===== src/rtl/gray_seq_gen.sv =====
// rtl/gray_seq_gen.sv - Gray-code sweep generator, ascending or descending, with pause
module gray_seq_gen #(
    parameter int WIDTH = 4
) (
    input  logic             clk,
    input  logic             rst,
    input  logic             start,
    input  logic             up,
    input  logic             pause,
    output logic [WIDTH-1:0] gray_out,
    output logic             valid,
    output logic             busy,
    output logic             done
);
    typedef enum logic [1:0] {IDLE, SWEEP, DONE} state_t;

    // count is one bit wider than idx so the full 2^WIDTH sweep is detected without relying on idx wrap
    localparam logic [WIDTH:0] LAST = {1'b1, {WIDTH{1'b0}}};

    state_t           state;
    logic [WIDTH-1:0] idx;
    logic [WIDTH:0]   count;
    logic             ascend;

    always_ff @(posedge clk) begin
        if (rst) begin
            state    <= IDLE;
            idx      <= '0;
            count    <= '0;
            ascend   <= 1'b1;
            gray_out <= '0;
            valid    <= 1'b0;
            busy     <= 1'b0;
            done     <= 1'b0;
        end else begin
            valid <= 1'b0;
            done  <= 1'b0;
            case (state)
                IDLE: begin
                    busy <= 1'b0;
                    if (start) begin
                        idx    <= up ? '0 : '1;
                        ascend <= up;
                        count  <= '0;
                        busy   <= 1'b1;
                        state  <= SWEEP;
                    end
                end
                SWEEP: begin
                    if (count == LAST) begin
                        busy  <= 1'b0;
                        done  <= 1'b1;
                        state <= DONE;
                    end else if (!pause) begin
                        gray_out <= idx ^ (idx >> 1);
                        valid    <= 1'b1;
                        idx      <= ascend ? idx + 1'b1 : idx - 1'b1;
                        count    <= count + 1'b1;
                    end
                end
                DONE: begin
                    busy  <= 1'b0;
                    state <= IDLE;
                end
                default: state <= IDLE;
            endcase
        end
    end
endmodule

===== config.mk =====
export PLATFORM = sky130hd
export DESIGN_NAME = gray_seq_gen
export DESIGN_NICKNAME = d
export VERILOG_FILES = /design/src/rtl/gray_seq_gen.sv
export SDC_FILE = /design/constraint.sdc
export NUM_CORES = 1
export LEC_CHECK = 0
export CORE_UTILIZATION = 36
export CTS_BUF_LIST = sky130_fd_sc_hd__clkbuf_4 sky130_fd_sc_hd__clkbuf_8
export DETAILED_ROUTE_END_ITERATION = 8
export PLACE_DENSITY_LB_ADDON = 0.2
export SYNTH_ARGS = -nofsm -noshare
export SYNTH_HDL_FRONTEND = slang
export SYNTH_SLANG_ARGS = --single-unit

===== constraint.sdc =====
create_clock -name clk -period 2.35 [get_ports clk]
set_input_delay 0.3525 -clock clk [delete_from_list [all_inputs] [get_ports clk]]
set_output_delay 0.3525 -clock clk [all_outputs]
set_load 0.01 [all_outputs]

==> qor.yml <==
status: "completed"
post-route-drc-count: 0
hold_path_depth: 2
synth_xor_area_share_pct: 4.33
crit_type: "register to register"
placed_area_um2: 1140
ant_nets: 0
setup_viol: 0
synth_enable_flop_cells: 0
synth_compound_area_share_pct: 17.2
ir_drop_v: 0.000484
grt_max_degree: 20
critPathRequiredTime_ns: 2.51
timing.final.crit_share_pct: 82.0
use_met1_pct: 20.2
synth_top_family_by_area: "simple AND/OR/NAND/NOR gates"
antenna_found_initial: 0
p_clk_share_pct: 24.2
die_h_um: 55.0
clock_latency_ns: 0.30
endpoint_kind: "register"
synth_top_cell_by_area: "dfxtp_1"
die_w_um: 55.0
busiest_layer: "met2"
post_cts_resized: 0
cts_tree: "yes"
syn_to_final_growth_pct: 15.8
vias_per_cell: 5.28
clockBufferDepth: 2
antenna_cells: 0
grt_pass1_wl_mm: 3.30
rsz0062_at_grt: "no"
drt-initial-drc-count: 14
swShare_pct: 30.5
layout-drive-gt1-share_pct: 9.60
holdWs_ns: 0.484
dr_total_vias: 818
firstDrtPassIters: 5
grt_pass1_vias: 737
finClkSkew_ns: 0.00332
worstHoldStart: "gray_out[3]$_SDFFE_PP0P_"
cts_setup_buffers: 0
cp_slowest_cell: "o41a_1"
groute.usage.overall_pct: 15.3
rrSetupSlack_ns: 0.42
rr_startpoint: "state[1]$_SDFFE_PP0P_"
p_int_uw: 481
synthSimpleGateAreaFrac_pct: 22.4
nets: 139
syn_area_um2: 1010
worst-path-buf-inv: 1
synth_seq_cells: 19
synth-async-reset-ratio_pct: 0
floorplan.initialDensity_pct: 39.4
grt_use_met2_pct: 24.5
hold_viol: 0
seq_power_share_pct: 52.7
wire_per_inst_um: 12.4
synth_common_cells: "19 x dfxtp_1, 11 x nor2_1, 10 x inv_1, 10 x nand2_1, 8 x a21oi_1"
synth_fa_ha_area_share_pct: 10.6
cp_data_arrival_time_ns: 2.09
power.density_nw_per_um2: 591
start_kind: "register"
wl_mm: 1.92
setup_tns_ns: 0
comb_power_share_pct: 23.1
yosysSeqAreaShare_pct: 37.6
reg2reg_depth: 6
cts.sinks: 19
synthFlopType: "dfxtp_1"
cts_buffers: 3
core_um2: 2570
finalCriticalPeriod_ns: 1.93
cts_htree_levels: 1
cts_root_buf: "clkbuf_4"
syn_nets: 126
synthMuxAreaShare_pct: 1.98
grt_use_met3_pct: 4.92
crit_family: "compound AO/OA/AOI/OAI gates"
fp-row-count: 18
num_io_pins: 12
post-synth-top-count-cell: "dfxtp_1"
yosysTopAreaCellShare_pct: 37.6
ys_types: 29
max_stage_delay_ns: 0.57
ys.warnings.count: 0
dp_hpwl_mm: 1.40
cp_cell_sequence: "inv_1 -> ha_1 -> nor2b_1 -> o41a_1 -> nor2_4 -> a211oi_1"
worstMarginPinSlew_ns: 0.771
synth_cells: 113
cts_hold_buf: 0
worstHoldEndpoint: "gray_out[3]$_SDFFE_PP0P_"
power_switching_uw: 211
cp_max_fo: 9
timing.fmax_ghz: 0.519
slew_violations: 0
cap_violations: 0
syn_avg_cell_area_um2: 8.96
r2r-end: "idx[0]$_SDFFE_PP0P_"
final_area_um2: 1170
relSlewSlack_pct: 48.5
min_path_type: "register to register"
grt_remaining_overflow: 0
cts.clk_slew.worst_paths_ns: 0.11
port_buffers: 11
yosys-top-cells-area: "dfxtp_1 38%, ha_1 8.7%, a221oi_2 4.4%"
die-area_um2: 3030
place_congestion: 0.793
p_leak_nw: 0.443
-- sequential cells by signal (all words and copies together), names as in the netlist --
| register | flops |
|---|---|
| ascend | 1 |
| busy | 1 |
| count | 5 |
| done | 1 |
| gray_out | 4 |
| idx | 4 |
| state | 2 |
| valid | 1 |
-- worst register-to-register path, delay by kind of cell, from the launching register on --
family / cells / cell delay (ns)
compound gates: 2 / 0.66
flops: 1 / 0.40
simple gates: 2 / 0.41
buf+inv: 1 / 0.08
fa+ha+maj: 1 / 0.23
-- cell usage in the layout (no fill, tap or decap), drive strengths merged --
master and n:
dfxtp 19, nor2 12, clkdlybuf4s50 11, inv 10
nand2 10, a21oi 8, ha 7, nand3 6
nor3 5, a211oi 4, xnor2 4, a221oi 3
o21ai 3, clkbuf 3, nor2b 2, nand3b 2
mux2i 2, and3 2, a31oi 2, and4bb 1
o41a 1, nor4 1, nand4bb 1, o221a 1
xor2 1, a211o 1, fa 1, clkinv 1
buf 1
-- power groups by stage --
stage | sequential [mW] | clock, mW | combinational (mW)
floorplan | 0.371 | 0 | 0.119
global placement | 0.372 | 0 | 0.156
detailed placement | 0.373 | 0 | 0.161
CTS | 0.365 | 0.174 | 0.161
global route | 0.369 | 0.184 | 0.183
finish | 0.365 | 0.168 | 0.160
-- worst max-delay path by stage --
| stage | startpoint | end | depth (start not counted) |
|---|---|---|---|
| after floorplan | state[0]$_SDFFE_PP0P_ | idx[0]$_SDFFE_PP0P_ | 7 |
| after global placement | start | idx[0]$_SDFFE_PP0P_ | 5 |
| after detailed placement | start | idx[0]$_SDFFE_PP0P_ | 5 |
| after CTS | count[0]$_SDFFE_PP0P_ | idx[0]$_SDFFE_PP0P_ | 6 |
| after global routing | state[1]$_SDFFE_PP0P_ | idx[0]$_SDFFE_PP0P_ | 6 |
| final | state[1]$_SDFFE_PP0P_ | idx[0]$_SDFFE_PP0P_ | 6 |
-- logic make-up after synthesis --
| group | after synthesis |
|---|---|
| simple gates | 42 |
| compound gates | 23 |
| buf+inv | 14 |
| flops | 19 |
| mux | 2 |
| fa+ha+maj | 8 |
| xor+xnor | 5 |
-- layer usage --
metal  vias up  routed length [µm]
met1       366                 959
met3         2                 117
li1        425                   -
met4         0                  13
met2        25                 830
met5         -                   0
-- through the flow --
step / utilization (%) / setup slack, ns / power, mW / std cells
floorplan: - / 0.685 / 0.490 / 113
global placement: 44.6 / 0.308 / 0.528 / 151
detailed placement: 44.6 / 0.269 / 0.533 / 151
CTS: 45.7 / 0.409 / 0.700 / 155
global route: 45.7 / 0.262 / 0.736 / 155
finish: 45.7 / 0.424 / 0.693 / 155
-- layout make-up --
type | instances | area [µm²]
inverters | 10 | 37.5
repair buffers | 12 | 118
multi-input cells | 80 | 572
well taps | 30 | 37.5
clock buffers | 3 | 22.5
fillers | 286 | 1400
flip-flops and latches | 19 | 380
clock inverters | 1 | 5.00
Power figures use the tool's default switching activity.
==> RTL change (config.mk and constraints unchanged) <==
Register the output `gray_out` once more; this adds one clock of latency there. The other outputs are not delayed to match.
--- a/src/rtl/gray_seq_gen.sv
+++ b/src/rtl/gray_seq_gen.sv
@@ -19,2 +19,4 @@
 
+    logic [WIDTH-1:0] gray_s0;
+
     state_t           state;
@@ -30,3 +32,3 @@
             ascend   <= 1'b1;
-            gray_out <= '0;
+            gray_s0 <= '0;
             valid    <= 1'b0;
@@ -54,3 +56,3 @@
                     end else if (!pause) begin
-                        gray_out <= idx ^ (idx >> 1);
+                        gray_s0 <= idx ^ (idx >> 1);
                         valid    <= 1'b1;
@@ -68,2 +70,6 @@
     end
+    always_ff @(posedge clk) begin
+        gray_out <= gray_s0;
+    end
+
 endmodule
Check against the original RTL: not equivalent (Yosys sat finds a counterexample within 4 cycles, from zero or initial values and one cycle with rst high).
==> RTL change against the unedited design <==
- power grew 13%
- highest routed layer unchanged
- sequential cell count rose by 4
- wire length is 15% higher
- clock power is 9% higher
- critical path depth stayed put
- cell count is 13% higher
- count of clock-buffer cells in the layout did not move
- non-clock buffer count is the same
- setup slack got worse by 79 ps
- largest power group unchanged
- synthesized area is 13% higher
- die area up 12%
- critical path type unchanged
- cell area is 12% higher
==> RTL change: results (changes against the unedited design) <==
- Via count: 903 (+10%)
- Antenna Nets Post-Route: 0 (unchanged)
- Maximum VDD drop: 248.1 µV (-49%)
- DR iter-0 viols: 33 (+19)
- DP Area: 0.001291 mm² (+13%)
- Critical Path AT: 2230 ps (+140 ps)
- Share of layout cells above drive strength 1: 0.09924 (+0.003237)
- Total global routing track utilization: 0.1448 (-0.008189)
- CTS root buf: clkbuf_4
- Initial antenna violation count: 0 (unchanged)
- Fin cells: 175 (+13%)
- CP max FO: 13 (+4)
- Placed Cells: 171 (+13%)
- CP Launch Point: state[1]$_SDFFE_PP0P_
- Max_slew headroom: 0.5449 (+0.06034)
- Largest net degree at the start of global routing: 17 (-15%)
- Power Total: 782.8 µW (+13%)
- Clock Latency Late Sink: 310 ps
- Top cells by count, synth: dfxtp_1, a21oi_1, nor2_1, inv_1, nand2_1
- Number of global-route vias before repair: 867 (+18%)
- Placement Setup Slack: 330.9 ps (+61.43 ps)
- DPL Wire Length: 1669 µm (+20%)
- Clock tree buffer depth: 2 (unchanged)
- Filler cells: 303 (+5.9%)
- Setup Buffers After CTS: 0 (unchanged)
- Combinational group share of total power: 0.209 (-0.022)
- Synth unique cells: 34 (+17%)
- Drt pass-1 iters: 4 (-1)
- Max stage delay on crit path: 420 ps (-150 ps)
- Net count, final: 145 (+4.3%)
- N_diodes: 0 (unchanged)
- TritonCTS Buffers: 3 (unchanged)
- Net Sw Frac: 0.2977 (-0.007089)
- Status: finished clean
- Synthesis warning total: 0 (unchanged)
- Avg WL per Cell: 12.67 µm (+2.3%)
- Slowest-stage cell, CP: ha_1
- Mapped Avg Cell Area: 9.600 µm² (+7.2%)
- Ys flop type: dfxtp_1
- # H-tree levels: 1 (unchanged)
- Final clock skew: 7.574 ps (+4.259 ps)
- Reg clk slew, reported paths: 130 ps (+20 ps)
- Async set-reset flop share out of synthesis: 0 (unchanged)
- Syn nets: 132 (+4.8%)
- Overflow left after global routing: 0 (unchanged)
- P_leak: 0.4604 nW (+3.9%)
- Power Clock: 183 µW (+9%)
- Number of I/O port buffers: 11 (unchanged)
- Sequential share of the synthesized area: 0.4031 (+0.02729)
- HP Start: gray_s0[0]$_SDFFE_PP0P_
- Routability Congestion: 0.8168 (+3.0%)
- HP Class: reg -> reg
- Largest cells by area after synthesis: dfxtp_1, ha_1, a211oi_1
- First-pass GRT wire length: 3774 µm (+14%)
-- RTL change: cell count changes after synthesis, moves of 3 or more --
cell	before	now
a221oi_2	3	0
dfxtp_1	19	23
a311oi_2	0	3
a211oi_1	4	7
-- RTL change: final timing paths --
path                          to  slack, ps  cells past startpoint
max          idx[0]$_SDFFE_PP0P_        340                      6
min reg2reg  gray_out[0]$_DFF_P_        360                      0
min          gray_out[0]$_DFF_P_        360                      0
max reg2reg  idx[0]$_SDFFE_PP0P_        340                      6
-- RTL change: cells by family after synthesis --
| logic type | count (synthesis) | share of synthesized area |
|---|---|---|
| compound gates | 30 | 0.1982 |
| xor+xnor | 5 | 0.03833 |
| fa+ha+maj | 8 | 0.09419 |
| buf+inv | 12 | 0.04710 |
| flops | 23 | 0.4031 |
| mux | 1 | 0.008763 |
| simple gates | 40 | 0.2103 |
-- RTL change: cell type report --
type	instances	area, µm²	share of cell area
sequential	23	460.4	0.3491
inverter	8	30.03	0.02277
clock inverter	1	5.005	0.003795
clock buffer	3	22.52	0.01708
multi-input combinational	84	628.1	0.4763
timing repair buffer	12	117.6	0.08918
tap	44	55.05	0.04175
-- RTL change: critical path: cells and delay by family (launching register included) --
| kind | cells | cell delay [ps] |
|---|---|---|
| AO/OA/AOI/OAI | 3 | 790 |
| adder cells (fa/ha/maj) | 1 | 420 |
| flip-flops | 1 | 350 |
| AND/OR/NAND/NOR | 1 | 280 |
| buffers and inverters | 1 | 90 |
-- RTL change: per-layer routing --
metal | up-vias | wire [µm] | GRT usage
li1 | 456 | - | -
met1 | 413 | 1052 | 0.1816
met2 | 30 | 1034 | 0.2332
met3 | 4 | 103 | 0.04396
met4 | 0 | 29 | 0.05782
met5 | - | 0 | 0
